### config.mk
export PLATFORM = sky130hd
export DESIGN_NAME = dram_byte_port
export DESIGN_NICKNAME = d
export VERILOG_FILES = /design/src/rtl/dram_byte_port.sv
export SDC_FILE = /design/constraint.sdc
export NUM_CORES = 1
export LEC_CHECK = 0
export BUFFER_PORTS_ARGS = -buffer_cell sky130_fd_sc_hd__buf_2
export CAP_MARGIN = 20
export CORE_MARGIN = 2
export CORE_UTILIZATION = 39
export DETAILED_ROUTE_END_ITERATION = 8
export GPL_TIMING_DRIVEN = 0
export PLACE_DENSITY_LB_ADDON = 0.3
export SLEW_MARGIN = 15
export SYNTH_ARGS = -nofsm -noshare
export SYNTH_HDL_FRONTEND = slang
export SYNTH_SLANG_ARGS = --single-unit
### constraint.sdc
create_clock -name clk -period 4 [get_ports clk]
set_clock_uncertainty 0.2 [all_clocks]
set_input_delay 0.8 -clock clk [delete_from_list [all_inputs] [get_ports clk]]
set_output_delay 0.8 -clock clk [all_outputs]
set_load 0.01 [all_outputs]
### src/rtl/dram_byte_port.sv
// dram_byte_port: serves byte reads from a word-wide DRAM read port.
// A single-word line buffer answers further bytes of the same word without
// touching DRAM. The saturating hit/miss counters are for profiling.
module dram_byte_port #(
    parameter int DATA_WIDTH = 8,
    parameter int ADDR_WIDTH = 24,
    parameter int WORD_WIDTH = 32,
    parameter int OFF_BITS   = $clog2(WORD_WIDTH / DATA_WIDTH),
    parameter int CNT_WIDTH  = 32
) (
    input  logic                         clk,
    input  logic                         rst_n,
    input  logic                         mem_req,
    input  logic [ADDR_WIDTH-1:0]        mem_addr,
    output logic [DATA_WIDTH-1:0]        mem_rdata,
    output logic                         mem_valid,
    output logic                         dram_rd_en,
    output logic [ADDR_WIDTH-OFF_BITS-1:0] dram_rd_addr,
    input  logic [WORD_WIDTH-1:0]        dram_rd_data,
    input  logic                         dram_rd_valid,
    input  logic                         invalidate,
    output logic                         busy,
    output logic [CNT_WIDTH-1:0]         hit_count,
    output logic [CNT_WIDTH-1:0]         miss_count
);

    localparam int WADDR_W = ADDR_WIDTH - OFF_BITS;

    typedef enum logic [1:0] {
        S_IDLE  = 2'd0,
        S_FETCH = 2'd1,
        S_WAIT  = 2'd2,
        S_RESP  = 2'd3
    } state_t;

    state_t                  r_state;
    state_t                  w_next_state;
    logic                    r_line_valid;
    logic [WADDR_W-1:0]      r_line_tag;
    logic [WORD_WIDTH-1:0]   r_line_data;
    logic [WADDR_W-1:0]      r_req_waddr;
    logic [OFF_BITS-1:0]     r_req_lane;
    logic [DATA_WIDTH-1:0]   r_rdata;
    logic [CNT_WIDTH-1:0]    r_hit_cnt;
    logic [CNT_WIDTH-1:0]    r_miss_cnt;

    logic [WADDR_W-1:0]      w_word_addr;
    logic [OFF_BITS-1:0]     w_lane;
    logic                    w_hit;
    logic                    w_take_hit;
    logic                    w_take_miss;
    logic                    w_fill;

    // Little-endian lane pick: lane 0 is the least significant byte of the word.
    function automatic logic [DATA_WIDTH-1:0] lane_select(
        input logic [WORD_WIDTH-1:0] word,
        input logic [OFF_BITS-1:0]   lane
    );
        return word[int'(lane) * DATA_WIDTH +: DATA_WIDTH];
    endfunction

    assign w_word_addr = mem_addr[ADDR_WIDTH-1:OFF_BITS];
    assign w_lane      = mem_addr[OFF_BITS-1:0];
    // A same-cycle invalidate wins over a tag match, so the request goes to DRAM.
    assign w_hit       = r_line_valid && (r_line_tag == w_word_addr) && !invalidate;

    // Every output is either a register or a decode of the state register.
    assign mem_rdata    = r_rdata;
    assign mem_valid    = (r_state == S_RESP);
    assign dram_rd_en   = (r_state == S_FETCH);
    assign dram_rd_addr = r_req_waddr;
    assign busy         = (r_state != S_IDLE);
    assign hit_count    = r_hit_cnt;
    assign miss_count   = r_miss_cnt;

    // State register.
    always_ff @(posedge clk or negedge rst_n) begin
        if (!rst_n) begin
            r_state <= S_IDLE;
        end else begin
            r_state <= w_next_state;
        end
    end

    // Next-state logic and the per-cycle action strobes.
    always_comb begin
        w_next_state = r_state;
        w_take_hit   = 1'b0;
        w_take_miss  = 1'b0;
        w_fill       = 1'b0;
        case (r_state)
            S_IDLE: begin
                if (mem_req) begin
                    if (w_hit) begin
                        w_next_state = S_RESP;
                        w_take_hit   = 1'b1;
                    end else begin
                        w_next_state = S_FETCH;
                        w_take_miss  = 1'b1;
                    end
                end else begin
                    w_next_state = S_IDLE;
                end
            end
            S_FETCH: begin
                w_next_state = S_WAIT;
            end
            S_WAIT: begin
                if (dram_rd_valid) begin
                    w_next_state = S_RESP;
                    w_fill       = 1'b1;
                end else begin
                    w_next_state = S_WAIT;
                end
            end
            S_RESP: begin
                // The request is deliberately not sampled here, so a held request
                // gets exactly one response per round trip.
                w_next_state = S_IDLE;
            end
            default: begin
                w_next_state = S_IDLE;
            end
        endcase
    end

    // Latch the requested word address and lane when a miss starts.
    always_ff @(posedge clk or negedge rst_n) begin
        if (!rst_n) begin
            r_req_waddr <= {WADDR_W{1'b0}};
            r_req_lane  <= {OFF_BITS{1'b0}};
        end else if (w_take_miss) begin
            r_req_waddr <= w_word_addr;
            r_req_lane  <= w_lane;
        end else begin
            r_req_waddr <= r_req_waddr;
            r_req_lane  <= r_req_lane;
        end
    end

    // Line buffer: fill on DRAM return. Invalidate always clears the valid bit.
    always_ff @(posedge clk or negedge rst_n) begin
        if (!rst_n) begin
            r_line_valid <= 1'b0;
            r_line_tag   <= {WADDR_W{1'b0}};
            r_line_data  <= {WORD_WIDTH{1'b0}};
        end else begin
            if (w_fill) begin
                r_line_tag  <= r_req_waddr;
                r_line_data <= dram_rd_data;
            end else begin
                r_line_tag  <= r_line_tag;
                r_line_data <= r_line_data;
            end
            if (invalidate) begin
                r_line_valid <= 1'b0;
            end else if (w_fill) begin
                r_line_valid <= 1'b1;
            end else begin
                r_line_valid <= r_line_valid;
            end
        end
    end

    // Returned byte: taken from the line on a hit, or from the DRAM word on a fill.
    // It holds its value between responses.
    always_ff @(posedge clk or negedge rst_n) begin
        if (!rst_n) begin
            r_rdata <= {DATA_WIDTH{1'b0}};
        end else if (w_take_hit) begin
            r_rdata <= lane_select(r_line_data, w_lane);
        end else if (w_fill) begin
            r_rdata <= lane_select(dram_rd_data, r_req_lane);
        end else begin
            r_rdata <= r_rdata;
        end
    end

    // Saturating hit/miss counters: they stop at all-ones instead of wrapping.
    always_ff @(posedge clk or negedge rst_n) begin
        if (!rst_n) begin
            r_hit_cnt  <= {CNT_WIDTH{1'b0}};
            r_miss_cnt <= {CNT_WIDTH{1'b0}};
        end else begin
            if (w_take_hit && (r_hit_cnt != {CNT_WIDTH{1'b1}})) begin
                r_hit_cnt <= r_hit_cnt + {{(CNT_WIDTH-1){1'b0}}, 1'b1};
            end else begin
                r_hit_cnt <= r_hit_cnt;
            end
            if (w_take_miss && (r_miss_cnt != {CNT_WIDTH{1'b1}})) begin
                r_miss_cnt <= r_miss_cnt + {{(CNT_WIDTH-1){1'b0}}, 1'b1};
            end else begin
                r_miss_cnt <= r_miss_cnt;
            end
        end
    end

endmodule

* After elaboration in Yosys (flattened, before gate mapping)
Index checks and enable logic that the tools add are counted.
** Operators by class
- Multiplexer cells :: 16
- Reduce and logical (&&, ||, !) cells :: 9
- Equality and inequality tests :: 6
- Shift operators :: 2
- Add/sub/neg operators :: 2
** Operators with widths (number)
- $add 32x1->32 const B :: 2
- $ne 32x32->1 const B :: 2
- $shiftx 32x6->8 :: 2
- $eq 22x22->1 :: 1
- $mux 8 :: 2
- $mux 1 :: 11
- $pmux 2 s4 :: 1
- $reduce_bool 2->1 :: 3
- $eq 2x2->1 const B :: 2
- $logic_and 1x1->1 :: 4
- $mux 2 :: 2
- $eq 2x1->1 const B :: 1
- $logic_not 2->1 :: 1
- $logic_not 1->1 :: 1
** Word-level totals
- Bits in registers :: 153
- Output and inout port bits :: 97
- Logic and storage cells :: 44

* Depth between registers and ports, before layout
- Depth after elaboration :: 7
- Mapped depth :: 9
- Gate-level depth less buffers :: 7

* Worst setup path after synthesis
OpenSTA, ideal clock, no wires.
- Path kind :: input-to-reg
- Start :: input port mem_addr[4]
- End :: register r_req_waddr[12], in the netlist dram_rd_addr[12]
- Arrival time :: 2236 ps
- Setup slack :: 1436 ps
- Library setup time :: 127 ps
- Cell stages on the path :: 8
- Path through :: xnor2_1 > nand3_1 > a2111oi_2 > and4_1 > buf_4 > nor2_2 > buf_6 > mux2_1
** Between the ends
- Cells in the longest elaborated chain, start to end :: 6
** Ends and longest elaborated chain
- from (decl) :: line 14 : input logic [ADDR_WIDTH-1:0] mem_addr,
- $eq 22x22->1 :: line 65 : assign w_hit = r_line_valid && (r_line_tag == w_word_addr) && !invalidate;
- $logic_and 1x1->1 (2 in series) :: line 65
- $mux 1 :: line 94 : if (w_hit) begin
- $mux 1 :: line 93 : if (mem_req) begin
- $mux 1 :: line 91 : case (r_state)
- to (signal assigned) :: line 130 : r_req_waddr <= {WADDR_W{1'b0}};
- to (signal assigned) :: line 133 : r_req_waddr <= w_word_addr;
- to (signal assigned) :: line 136 : r_req_waddr <= r_req_waddr;
- to (decl) :: line 41 : logic [WADDR_W-1:0] r_req_waddr;
Every way passes these cells.
A chain may end at the register's enable or synchronous reset.

* Worst setup path in the final report
- Start :: register r_state[0]
- End :: register r_line_data[30]
** Between the ends
- Cells in the longest elaborated chain, start to end :: 2
** Ends and longest elaborated chain
- from (decl) :: line 36 : state_t r_state;
- from (signal assigned) :: line 81 : r_state <= w_next_state;
- $eq 2x2->1 :: line 91
- $mux 1 :: line 91
- to (signal assigned) :: line 146 : r_line_data <= {WORD_WIDTH{1'b0}};
- to (signal assigned) :: line 150 : r_line_data <= dram_rd_data;
- to (signal assigned) :: line 153 : r_line_data <= r_line_data;
- to (decl) :: line 40 : logic [WORD_WIDTH-1:0] r_line_data;
Every way passes these cells.

==> impl_metrics.ini <==
[power_and_ir_drop]
p_leak_nw = 4.419
ir_drop_uv = 334.0
power_mw = 5.647
p_per_area_nw_per_um2 = 620.2

[synth]
ys_seq_area_share_pct = 51.77
synth_simple_gate_area_share_pct = 14.55
synth_top_flop_cell = dfrtp_1
synth_top_family_by_area = multiplexers
muxShareOfSynthArea_pct = 19.49
syn_area_per_cell_um2 = 12.62
synthAdderAreaFrac_pct = 1.015
yosys_warnings = 0
synth_cell_types = 41
synth_edf_count = 0
synth_xor_area_share_pct = 9.829
synth_compound_area_share_pct = 1.015
ys_async_sr_fraction_pct = 100.0
ys_ff_latch = 153
syn_nets = 653
syn_area_um2 = 7396
syn_inst = 586

[finish]
final_cell_mix = buf_2, dfrtp_1, mux2_2
final_common_cell = buf_2
nNetsFinal = 828
drive_above_1_share_pct = 40.70
instances_no_fill = 1008
syn2layout_area_growth_pct = 23.11
antenna_cells = 0
fillCellCount = 1742

[hold_path]
hp-class = in -> async

[timing]
timing.hold.ws_ns = 0.1112
worst_slack_ns = 1.032
worstMarginPinSlew_ns = 0.7963
finalSetupViolCount = 0
maxSlewHeadroom_pct = 46.92
min_period_over_period_pct = 74.19
fin_crit_ns = 2.968
fmax_mhz = 337.0
report.final.slew_viol_count = 0
hold_viol = 0
rsz0062_at_grt = false

[routing]
wirelength_um = 18030
num_vias = 5340
first_pass_iters = 4
drt_iter0_markers = 221
vias_per_cell = 5.298
ant_nets = 0
remaining_drc_errors = 0
avgRoutedWirePerCell_um = 17.89

[clocking]
cts-root-buf = clkbuf_16
cts_sinks = 153
cts_made_buffers = 17
tritoncts = yes
htree_levels = 4
cts_hold_buffers = 0
cts_setup_buffers = 0
post_cts_resized = 0
insertion_delay_ns = 0.42
clkTransAtPathRegs_ns = 0.07
clockBufferDepth = 2

[run_status]
status = completed

[job]
cap_violations = 0

[global_routing]
grt_pass1_vias = 5321
grt_usage_pct = 18.34
grt_pass1_wl_um = 28640
grt_max_degree = 89
grt_overflow = 0
antenna_found_initial = 0

[worst_setup_path]
path_common_cell = clkbuf_1
cpPeakStageDelay_ns = 0.66
critPathCaptureType = register
cp_cell_sequence = inv_1 -> ha_1 -> nand2_1 -> clkbuf_1 -> clkbuf_1 -> mux2_2
cp_data_arrival_time_ns = 3.08
critical_path.max_fanout = 10
crit_required_ns = 4.11
slowest_stage = clkbuf_1
start_kind = register
path_class = reg -> reg

[floorplanning]
initial_core_util_pct = 39.67
chipHeight_um = 141.7
io_pins = 158
die_w_um = 141.7
rows = 50
core_area_um2 = 18640
die-area_um2 = 20080

[placement]
hpwlAfterDp_um = 12860
numPortBuffers = 155
routabilityCongestion = 0.7959
dp.cells = 976
post-place-ws_ns = 0.7074
==> state kept, by name, indices dropped and copies added (netlist names) <==
signal        cells
dram_rd_addr     22
hit_count        32
mem_rdata         8
miss_count       32
r_line_data      32
r_line_tag       22
r_line_valid      1
r_req_lane        2
r_state           2
==> per-layer routing <==
metal,global-route usage (%),part of all wire [%],vias to the layer above
met4,5.368,1.2,0
li1,-,-,2508
met3,3.847,4.6,12
met1,25.21,47,2667
met5,0,0,-
met2,29.46,47,153
==> path summary, 6_finish.rpt <==
path	cells past startpoint	slack [ns]	to	start
max in group asynchronous	2	2.66	r_line_data[4]$_DFFE_PN0P_	rst_n
hold reg to reg	1	0.29	hit_count[21]$_DFFE_PN0P_	hit_count[21]$_DFFE_PN0P_
setup reg to reg	6	1.03	r_line_data[30]$_DFFE_PN0P_	r_state[0]$_DFF_PN0_
setup / recovery	6	1.03	r_line_data[30]$_DFFE_PN0P_	r_state[0]$_DFF_PN0_
min in group clk	1	0.29	hit_count[21]$_DFFE_PN0P_	hit_count[21]$_DFFE_PN0P_
hold / removal	1	0.11	hit_count[20]$_DFFE_PN0P_	rst_n
==> area by class of cell <==
class                   instances  area, um2  share of cell area [%]
plain buffers                  24      123.9                   1.360
clock buffers                  20      466.7                   5.126
clock inverters                12      136.4                   1.498
inverters                      13      48.80                  0.5359
multi-input cells             396       3395                   37.28
flip-flops and latches        153       3829                   42.05
well taps                     234      292.8                   3.216
repair buffers                156      813.3                   8.932
==> stage by stage <==
step	util (%)	setup TNS, ns	cell area (um2)
floorplan	-	0	7396
global placement	45.40	-74.64	8464
detailed placement	45.60	0	8502
CTS	48.84	0	9105
global route	48.84	0	9105
finish	48.84	0	9105
==> worst max-delay path, delay by kind of cell, from the launching register on <==
family        cells  cell delay, ns
fa+ha+maj         1            0.21
simple gates      1            0.39
mux               1            0.41
buf+inv           3            1.24
flops             1            0.39
==> cell usage after synthesis, types with 4 or more instances <==
cell type  number  area [um2]
nor4_1         24       150.1
clkbuf_1        9       33.78
nor2_1         18       67.56
and3_1          9       56.30
nand3_1        30       150.1
ha_1            6       75.07
nor3_1         22       110.1
xnor2_1        30       262.8
nand4_1        34       212.7
mux2_1          6       67.56
dfrtp_1       153        3829
nor4b_1         4       35.03
nand2_1        18       67.56
xor2_1         53       464.2
and4_1          9       78.83
mux4_2         16       360.4
mux2_2         90        1013
buf_2           9       45.04
inv_1          13       48.80
==> cell families (layout without fill, tap and decap cells) <==
family                   after synthesis  after routing
multiplexers                         112            112
AO/OA/AOI/OAI                          9              9
XOR/XNOR                              83             83
adder cells (fa/ha/maj)                6              6
flip-flops                           153            153
buffers and inverters                 37            225
AND/OR/NAND/NOR                      186            186
==> power breakdown <==
group          switching, mW  total, mW  internal, mW
clock network          0.670       1.65         0.976
logic                  0.756       1.66         0.906
registers              0.306       2.34          2.03
total                   1.73       5.65          3.91
Power figures use the tool's default switching activity.
